### src/rtl/bcd_display_pkg.sv
// Shared segment encodings (active-low form) and sizing helpers for the BCD scan display.
package bcd_display_pkg;

  //                                   gfedcba
  localparam logic [6:0] SEG_0    = 7'b1000000;
  localparam logic [6:0] SEG_1    = 7'b1111001;
  localparam logic [6:0] SEG_2    = 7'b0100100;
  localparam logic [6:0] SEG_3    = 7'b0110000;
  localparam logic [6:0] SEG_4    = 7'b0011001;
  localparam logic [6:0] SEG_5    = 7'b0010010;
  localparam logic [6:0] SEG_6    = 7'b0000010;
  localparam logic [6:0] SEG_7    = 7'b1111000;
  localparam logic [6:0] SEG_8    = 7'b0000000;
  localparam logic [6:0] SEG_9    = 7'b0010000;
  localparam logic [6:0] SEG_DASH = 7'b0111111;
  localparam logic [6:0] SEG_OFF  = 7'b1111111;

  // Prescaler width; never below one bit even for the minimum divide of 2.
  function automatic int cnt_width(input int div);
    return (div > 2) ? $clog2(div) : 1;
  endfunction

endpackage

### src/rtl/bcd_to_seg.sv
// Combinational BCD to seven-segment decoder, active-low segments {g,f,e,d,c,b,a}.
// Invalid codes 10..15 show a dash so a corrupted counter stage is visible.
module bcd_to_seg
  import bcd_display_pkg::*;
(
  input  logic [3:0] bcd_i,
  output logic [6:0] seg_o
);

  always_comb begin
    seg_o = SEG_DASH;
    case (bcd_i)
      4'd0:    seg_o = SEG_0;
      4'd1:    seg_o = SEG_1;
      4'd2:    seg_o = SEG_2;
      4'd3:    seg_o = SEG_3;
      4'd4:    seg_o = SEG_4;
      4'd5:    seg_o = SEG_5;
      4'd6:    seg_o = SEG_6;
      4'd7:    seg_o = SEG_7;
      4'd8:    seg_o = SEG_8;
      4'd9:    seg_o = SEG_9;
      default: seg_o = SEG_DASH;
    endcase
  end

endmodule

### src/rtl/bcd_display_scan.sv
// Time-multiplexed seven-segment driver: shadow-captures BCD digits and scans LSD->MSD.
// Outputs registered: 1 cycle after a digit-index change, 2 edges from load to segments.
module bcd_display_scan
  import bcd_display_pkg::*;
#(
  parameter int DIGITS     = 4,
  parameter int SCAN_DIV   = 50000,
  parameter bit ACTIVE_LOW = 1'b1
) (
  input  logic                  clock,
  input  logic                  reset_n,
  input  logic [4*DIGITS-1:0]   bcd_in,
  input  logic [DIGITS-1:0]     dp_in,
  input  logic                  load,
  input  logic                  blank_lz,
  output logic [DIGITS-1:0]     an,
  output logic [6:0]            seg,
  output logic                  dp,
  output logic                  scan_tick
);

  localparam int                CNT_W   = cnt_width(SCAN_DIV);
  localparam int                IDX_W   = $clog2(DIGITS);
  localparam logic [CNT_W-1:0]  CNT_MAX = CNT_W'(SCAN_DIV - 1);
  localparam logic [IDX_W-1:0]  IDX_MAX = IDX_W'(DIGITS - 1);
  localparam logic              INV     = ~ACTIVE_LOW;

  logic [CNT_W-1:0]             cnt_q, cnt_d;
  logic [IDX_W-1:0]             idx_q, idx_d;
  logic [DIGITS-1:0][3:0]       shadow_q, shadow_d;
  logic [DIGITS-1:0]            sdp_q, sdp_d;
  logic                         tick_q, tick_d;
  logic [DIGITS-1:0]            an_q, an_d;
  logic [6:0]                   seg_q, seg_d;
  logic                         dp_q, dp_d;

  logic                         cnt_wrap;
  logic                         upper_zero;
  logic                         blanked;
  logic                         cur_dp;
  logic [3:0]                   cur_digit;
  logic [6:0]                   dec_seg;
  logic [DIGITS-1:0]            an_lo;

  always_comb begin
    cnt_wrap = (cnt_q == CNT_MAX);
    cnt_d    = cnt_wrap ? '0 : cnt_q + 1'b1;
    tick_d   = (cnt_d == CNT_MAX);
    idx_d    = idx_q;
    if (cnt_wrap) begin
      idx_d = (idx_q == IDX_MAX) ? '0 : idx_q + 1'b1;
    end
    shadow_d = load ? bcd_in : shadow_q;
    sdp_d    = load ? dp_in  : sdp_q;
  end

  // A digit is a leading zero when it and every more significant digit are zero.
  always_comb begin
    upper_zero = 1'b1;
    for (int k = 0; k < DIGITS; k++) begin
      if (k >= int'(idx_q) && shadow_q[k] != 4'd0) begin
        upper_zero = 1'b0;
      end
    end
  end

  assign cur_digit = shadow_q[idx_q];
  assign cur_dp    = sdp_q[idx_q];
  assign blanked   = blank_lz && (idx_q != '0) && upper_zero;

  bcd_to_seg u_dec (
    .bcd_i (cur_digit),
    .seg_o (dec_seg)
  );

  // Built in active-low form, then flipped as a whole for active-high boards.
  always_comb begin
    an_lo = ~(DIGITS'(1) << idx_q);
    if (blanked && !cur_dp) begin
      an_lo = '1;
    end
    an_d  = an_lo ^ {DIGITS{INV}};
    seg_d = (blanked ? SEG_OFF : dec_seg) ^ {7{INV}};
    dp_d  = ~cur_dp ^ INV;
  end

  always_ff @(posedge clock or negedge reset_n) begin
    if (!reset_n) begin
      cnt_q    <= '0;
      idx_q    <= '0;
      shadow_q <= '0;
      sdp_q    <= '0;
      tick_q   <= 1'b0;
      an_q     <= {DIGITS{ACTIVE_LOW}};
      seg_q    <= {7{ACTIVE_LOW}};
      dp_q     <= ACTIVE_LOW;
    end else begin
      cnt_q    <= cnt_d;
      idx_q    <= idx_d;
      shadow_q <= shadow_d;
      sdp_q    <= sdp_d;
      tick_q   <= tick_d;
      an_q     <= an_d;
      seg_q    <= seg_d;
      dp_q     <= dp_d;
    end
  end

  assign an        = an_q;
  assign seg       = seg_q;
  assign dp        = dp_q;
  assign scan_tick = tick_q;

endmodule

### config.mk
export PLATFORM = sky130hd
export DESIGN_NAME = bcd_display_scan
export DESIGN_NICKNAME = d
export VERILOG_FILES = /design/src/rtl/bcd_display_pkg.sv /design/src/rtl/bcd_to_seg.sv /design/src/rtl/bcd_display_scan.sv
export SDC_FILE = /design/constraint.sdc
export NUM_CORES = 1
export LEC_CHECK = 0
export CELL_PAD_IN_SITES_DETAIL_PLACEMENT = 2
export CELL_PAD_IN_SITES_GLOBAL_PLACEMENT = 2
export CORE_UTILIZATION = 32
export DETAILED_ROUTE_END_ITERATION = 8
export PLACE_DENSITY_LB_ADDON = 0.1
export RECOVER_POWER = 25
export SYNTH_ARGS = -nofsm -noshare
export SYNTH_HDL_FRONTEND = slang
export SYNTH_SLANG_ARGS = --single-unit
export TNS_END_PERCENT = 50
### constraint.sdc
create_clock -name clock -period 2 [get_ports clock]
set_clock_uncertainty 0.15 [all_clocks]
set_input_delay 0.2 -clock clock [delete_from_list [all_inputs] [get_ports clock]]
set_output_delay 0.2 -clock clock [all_outputs]
set_load 0.01 [all_outputs]
Word-level counts from Yosys, hierarchy flattened
Memory sizes are Yosys's and may differ from the RTL's. Index checks and enable logic that the tools add are counted.

Bits in registers: 51. Latch bits: 0. Memory bits (writable): 0. Memory bits (read-only): 112. Bits of input ports: 24. Memories kept: 1.

Memories: (name not given) (words 16, width 7, read ports 1, clocked after memory_dff 0, write ports 0, line bcd_to_seg.sv:12) `case (bcd_i)`.

Add/subtract/negate cells: 2. Multiply operators: 0. Divide/modulo/power cells: 0. Magnitude comparators: 4. Equal/unequal tests: 3. Shifts and indexed selects: 1. Mux-type cells: 12. Bitwise logic cells: 2. Reduce and logical (&&, ||, !) cells: 12.

Operator list (number): 16-bit equality test, second input constant (2); 16-bit by 1-bit adder with 16-bit output, second input constant (1); 16-bit two-way mux (1); 4-bit nonzero test (4); 4-bit binary-select mux with 2-bit select (1); 4-bit two-way mux (2); 7-bit two-way mux (1); 1-bit logical AND (6); 1-bit two-way mux (5); 1-bit by 2-bit >= comparator with 1-bit output, first input constant (2); 4-bit inverter (1); 1-bit by 2-bit << shifter with 4-bit output, first input constant (1); 2-bit by 3-bit less-than comparator with 1-bit output, second input constant (1); 2-bit by 1-bit adder with 2-bit output, second input constant (1); 1-bit binary-select mux with 2-bit select (1); 2-bit equality test, second input constant (1); 2-bit >= comparator, first input constant (1); 2-bit two-way mux (1); 2-bit nonzero test (1); 1-bit logical NOT (1); 1-bit inverter (1).

Logic depth before layout (Yosys ltp)
Depth in word-level cells: 9. Depth in mapped cells: 7. Depth with buffers taken out: 7.

Modules after synthesis
From an unflattened synthesis, not the netlist that was laid out.

Cell total of the unflattened synthesis: 213. Area total of the unflattened synthesis: 2507.4 sq um.

Modules (own cells, without submodules): bcd_display_scan (times used 1, cells each 182, area each 2277.2 sq um); bcd_to_seg (times used 1, cells each 31, area each 230.2 sq um).

Worst setup path before layout
Ideal clock, no wire load.

Path type: flip-flop to flip-flop. Start: reg idx_q[0]. End: reg seg_q[2], in the netlist seg[2]. Library setup time: 0.079 ns. Data arrival time: 1.907 ns. Setup slack: -0.136 ns. Stages on the path, launching flop included: 7. Buffers on the path: 1. Clock period less this slack: 2.136 ns. Cells stage by stage: dfrtp_1 > clkbuf_1 > inv_1 > ha_1 > or4_1 > and2_1 > o21ai_0.

Cells in the longest elaborated chain, start to end: 8. Elaborated cells between the ends (all ways): 17. Classes of those cells: order compare: 3; mux: 7; reduce/logical: 6; memory: 1.

RTL lines: from (decl) (line bcd_display_scan.sv:29) `logic [IDX_W-1:0] idx_q, idx_d;`; from (signal assigned) (line bcd_display_scan.sv:99) `idx_q <= idx_d;`; 1-bit by 2-bit >= comparator with 1-bit output (line bcd_display_scan.sv:61) `if (k >= int'(idx_q) && shadow_q[k] != 4'd0) begin`; 1-bit logical AND (line bcd_display_scan.sv:61); 1-bit two-way mux (4 in a row) (line bcd_display_scan.sv:61); 1-bit logical AND (line bcd_display_scan.sv:69) `assign blanked = blank_lz && (idx_q != '0) && upper_zero;`; 7-bit two-way mux (*) (line bcd_display_scan.sv:83) `seg_d = (blanked ? SEG_OFF : dec_seg) ^ {7{INV}};`; via seg_d[2] (line bcd_display_scan.sv:34) `logic [6:0] seg_q, seg_d;`; to (signal assigned) (line bcd_display_scan.sv:95) `seg_q <= {7{ACTIVE_LOW}};`; to (signal assigned) (line bcd_display_scan.sv:104) `seg_q <= seg_d;`; to (decl) (line bcd_display_scan.sv:34).

Mark *: on every way through the listed nets, which the timed path passes. The rest lies on a longest branch. The select of a mux whose other input is x is not followed. A chain may end at the register's enable or synchronous reset.

Final worst setup path
Start: reg cnt_q[0]. End: reg tick_q, in the netlist scan_tick.

Cells in the longest elaborated chain, start to end: 3. Elaborated cells between the ends (all ways): 4. Classes of those cells: add/sub: 1; eq/ne: 2; mux: 1.

RTL lines: from (decl) (line bcd_display_scan.sv:28) `logic [CNT_W-1:0] cnt_q, cnt_d;`; from (signal assigned) (line bcd_display_scan.sv:98) `cnt_q <= cnt_d;`; 16-bit by 1-bit adder with 16-bit output / 16-bit equality test (equally long branches) (line bcd_display_scan.sv:47, bcd_display_scan.sv:46); 16-bit two-way mux (*) (line bcd_display_scan.sv:47) `cnt_d = cnt_wrap ? '0 : cnt_q + 1'b1;`; 16-bit equality test (*) (line bcd_display_scan.sv:48) `tick_d = (cnt_d == CNT_MAX);`; via tick_d (line bcd_display_scan.sv:32) `logic tick_q, tick_d;`; to (signal assigned) (line bcd_display_scan.sv:102) `tick_q <= tick_d;`; to (decl) (line bcd_display_scan.sv:32).

Mark *: on every way through the listed nets, which the timed path passes. The rest lies on a longest branch.

==> flow_metrics.py <==
metrics = {
    "pwr": {
        "leakage_nw": 1.478,
        "peakVddDrop_uv": 283.7,
        "power.total_w": 0.002073,
        "powerDensity_nw_per_um2": 611.4,
    },
    "timing": {
        "setup-tns-final_ns": 0,
        "min_period_over_period": 0.9827,
        "slew_headroom": 0.06220,
        "worst_pin_slew_ns": 1.407,
        "finalMaxSlewViolations": 0,
        "rsz0062_at_grt": "true",
        "timing.fmax_mhz": 508.8,
        "period_minus_slack_ns": 1.965,
        "hold_viol_final": 0,
        "setup_viol": 0,
    },
    "cts": {
        "clock_sinks": 51,
        "htreeDepth": 2,
        "clk_pin_slew_ns": 0.10,
        "clk_latency_ns": 0.30,
        "cts_buffer_depth": 2,
        "cts_buffers": 5,
        "cts_tree": "yes",
        "clock-root-buffer": "clkbuf_8",
    },
    "detailed_routing": {
        "routed_via_density": 4.856,
        "drcViolationCount": 0,
        "route.vias.total": 1782,
        "dr.pass1.iters": 3,
        "ant_nets": 0,
        "drt_iter0_drc": 51,
        "wirelength_um": 6512,
        "wl_per_cell_um": 17.74,
    },
    "yosys": {
        "yosys-top-cells-area": "dfrtp_1 40%, dfstp_2 13%, mux2_2 9.2%, ha_1 5.6%, mux4_2 4.6%",
        "netlist_instances": 198,
        "synth.cell_area_um2": 2455,
        "yosys.cell_types.count": 34,
        "synthMuxAreaShare": 0.1539,
        "syn_area_per_cell_um2": 12.40,
        "synthFlopType": "dfrtp_1",
        "ys_seq_elements": 51,
        "synthXorXnorAreaFrac": 0.04995,
        "synthAdderAreaFrac": 0.05607,
        "synth_seq_area_share": 0.5260,
        "yosysTopAreaCellShare": 0.3976,
        "async_flop_share": 1.000,
        "yosys.area_share.simple": 0.1468,
        "synth_top_area_cell": "dfrtp_1",
        "syn-num-nets": 233,
        "synth_compound_area_frac": 0.04027,
        "synth_top_family_by_area": "multiplexers",
        "yosys_warnings": 0,
        "synth_edf_count": 0,
    },
    "critical_path": {
        "reg2reg_to": "scan_tick",
        "crit_type": "register to register",
        "worstPathMaxFanout": 4,
        "r2r_slack_ns": 0.03,
        "critPathLaunchType": "register",
        "endpoint_kind": "register",
        "crit_required_ns": 2.05,
        "cp.arrival_ns": 2.02,
        "r2r-start": "cnt_q[0]",
        "rr_worst_depth": 6,
    },
    "finish": {
        "area_delta_synth_final_pct": 38.12,
        "fin_cells": 367,
        "mostFrequentLayoutCell": "dfrtp_1",
        "final_area_um2": 3391,
        "most-common-layout-cells": "38 x dfrtp_1, 35 x clkdlybuf4s50_1, 30 x buf_4",
        "antenna_cells": 0,
        "drive_gt1_frac": 0.3806,
        "fillers": 727,
        "final_nets": 302,
    },
    "global_route": {
        "antenna_found_initial": 0,
        "grt_pass1_vias": 2050,
        "grt_max_degree": 30,
        "track_usage": 0.1776,
        "grt_pass1_wl_um": 10470,
        "grt_overflow": 0,
    },
    "floorplan": {
        "fp.dieH_um": 89.59,
        "rows": 31,
        "start_util": 0.3349,
        "die_area_um2": 8025,
        "fp.dieW_um": 89.59,
        "coreArea_um2": 7331,
        "io_pins": 37,
    },
    "placed_design": {
        "placed_cell_area_um2": 3120,
        "place.gp.congestion": 0.7750,
        "io_buffer_count": 36,
        "dp.cells": 353,
        "hpwl_um": 4817,
    },
    "run_status": {
        "status": "finished clean",
    },
    "min_path": {
        "hold-path-cell-count": 2,
        "min_to": "shadow_q[12]",
        "hold_start": "bcd_in[12]",
        "hold_class": "input port to register",
    },
    "flow_run": {
        "cap_viol_max_count": 0,
    },
}
-- worst max-delay path by stage --
stage          startpoint   endpoint  slack (ns)  depth (start not counted)
3_3_place_gp     blank_lz     seg[2]       -0.22                          5
5_1_grt          cnt_q[0]  scan_tick       -0.06                          7
2_1_floorplan    cnt_q[0]  scan_tick       -0.06                          6
4_1_cts          cnt_q[1]  scan_tick      -0.009                          6
6_report         cnt_q[0]  scan_tick        0.03                          6
3_5_place_dp     blank_lz     seg[3]       -0.30                          5
-- state kept, by name, summed over array words and instances (netlist names) --
register and cells:
seg 7, shadow_q 16, sdp_q 4, an 4, dp 1, idx_q 2
cnt_q 16, scan_tick 1
-- logic make-up after synthesis --
logic type / count (synthesis)
adders and majority gates: 11
AOI/OAI and AO/OA: 17
and+or+nand+nor: 59
xor gates and xnor gates: 14
buffers and inverters: 17
muxes: 29
DFF: 51
-- Yosys cell counts, drive strengths merged (3+ instances only) --
library cell,instances
nor2,13
o21ai,12
clkbuf,5
nand3,8
dfrtp,39
xor2,9
nor3,3
inv,10
mux4,5
nand4,4
dfstp,12
mux2i,4
xnor2,5
nor4,5
ha,11
mux2,20
nand2,11
nor3b,4
-- routing by layer --
metal  vias to the layer above  track usage  routed length, um  part of all wire
li1                        828            -                  -                 -
met1                       920       0.2187               2899              0.45
met2                        29       0.3161               3361              0.52
met3                         5      0.02925                175             0.027
met4                         0      0.05916                 77             0.012
met5                         -            0                  0                 0
-- repair_timing --
action / CTS / global route
endpoints found under the setup margin: 7 / 17
hold buffers: 1 / 0
endpoints found under the hold margin: 20 / 0
setup buffers: 1 / 3
pin swaps: 4 / 5
resized for setup: 9 / 24
cloned: 0 / 1
-- area by class of cell --
| class | instances | area [um^2] | area share |
|---|---|---|---|
| Timing Repair Buffer | 69 | 614.3 | 0.1812 |
| Tap cell | 99 | 123.9 | 0.03653 |
| Sequential cell | 51 | 1292 | 0.3812 |
| Clock buffer | 5 | 68.82 | 0.02030 |
| Multi-Input combinational cell | 130 | 1236 | 0.3646 |
| Inverter | 10 | 37.54 | 0.01107 |
| Clock inverter | 3 | 17.52 | 0.005166 |
-- worst max-delay path, cell delays in order (launching register included) --
cell and delay [ns]:
dfrtp_1 0.42, buf_4 0.16, nand4_1 0.08, buf_4 0.16, nor2_4 0.05, or4bb_4 0.53, a2111oi_4 0.30
-- per-stage QoR --
stage | hold slack (ns) | worst slack [ns] | util
after detailed placement | 0.08983 | -0.2960 | 0.4257
final | 0.3489 | 0.03459 | 0.4625
after global routing | 0.3390 | -0.06254 | 0.4625
after global placement | 0.06751 | -0.2166 | 0.4257
after floorplan | -0.2456 | -0.05586 | -
after CTS | 0.2963 | -0.009454 | 0.4462
-- power breakdown --
group | internal [W] | leakage [nW] | switching (W)
clock network | 0.000246 | 0.0488 | 0.000355
logic | 0.000185 | 0.820 | 0.000134
registers | 0.00111 | 0.609 | 0.0000383
total | 0.00155 | 1.48 | 0.000528
(Power assumes the default switching activity.)
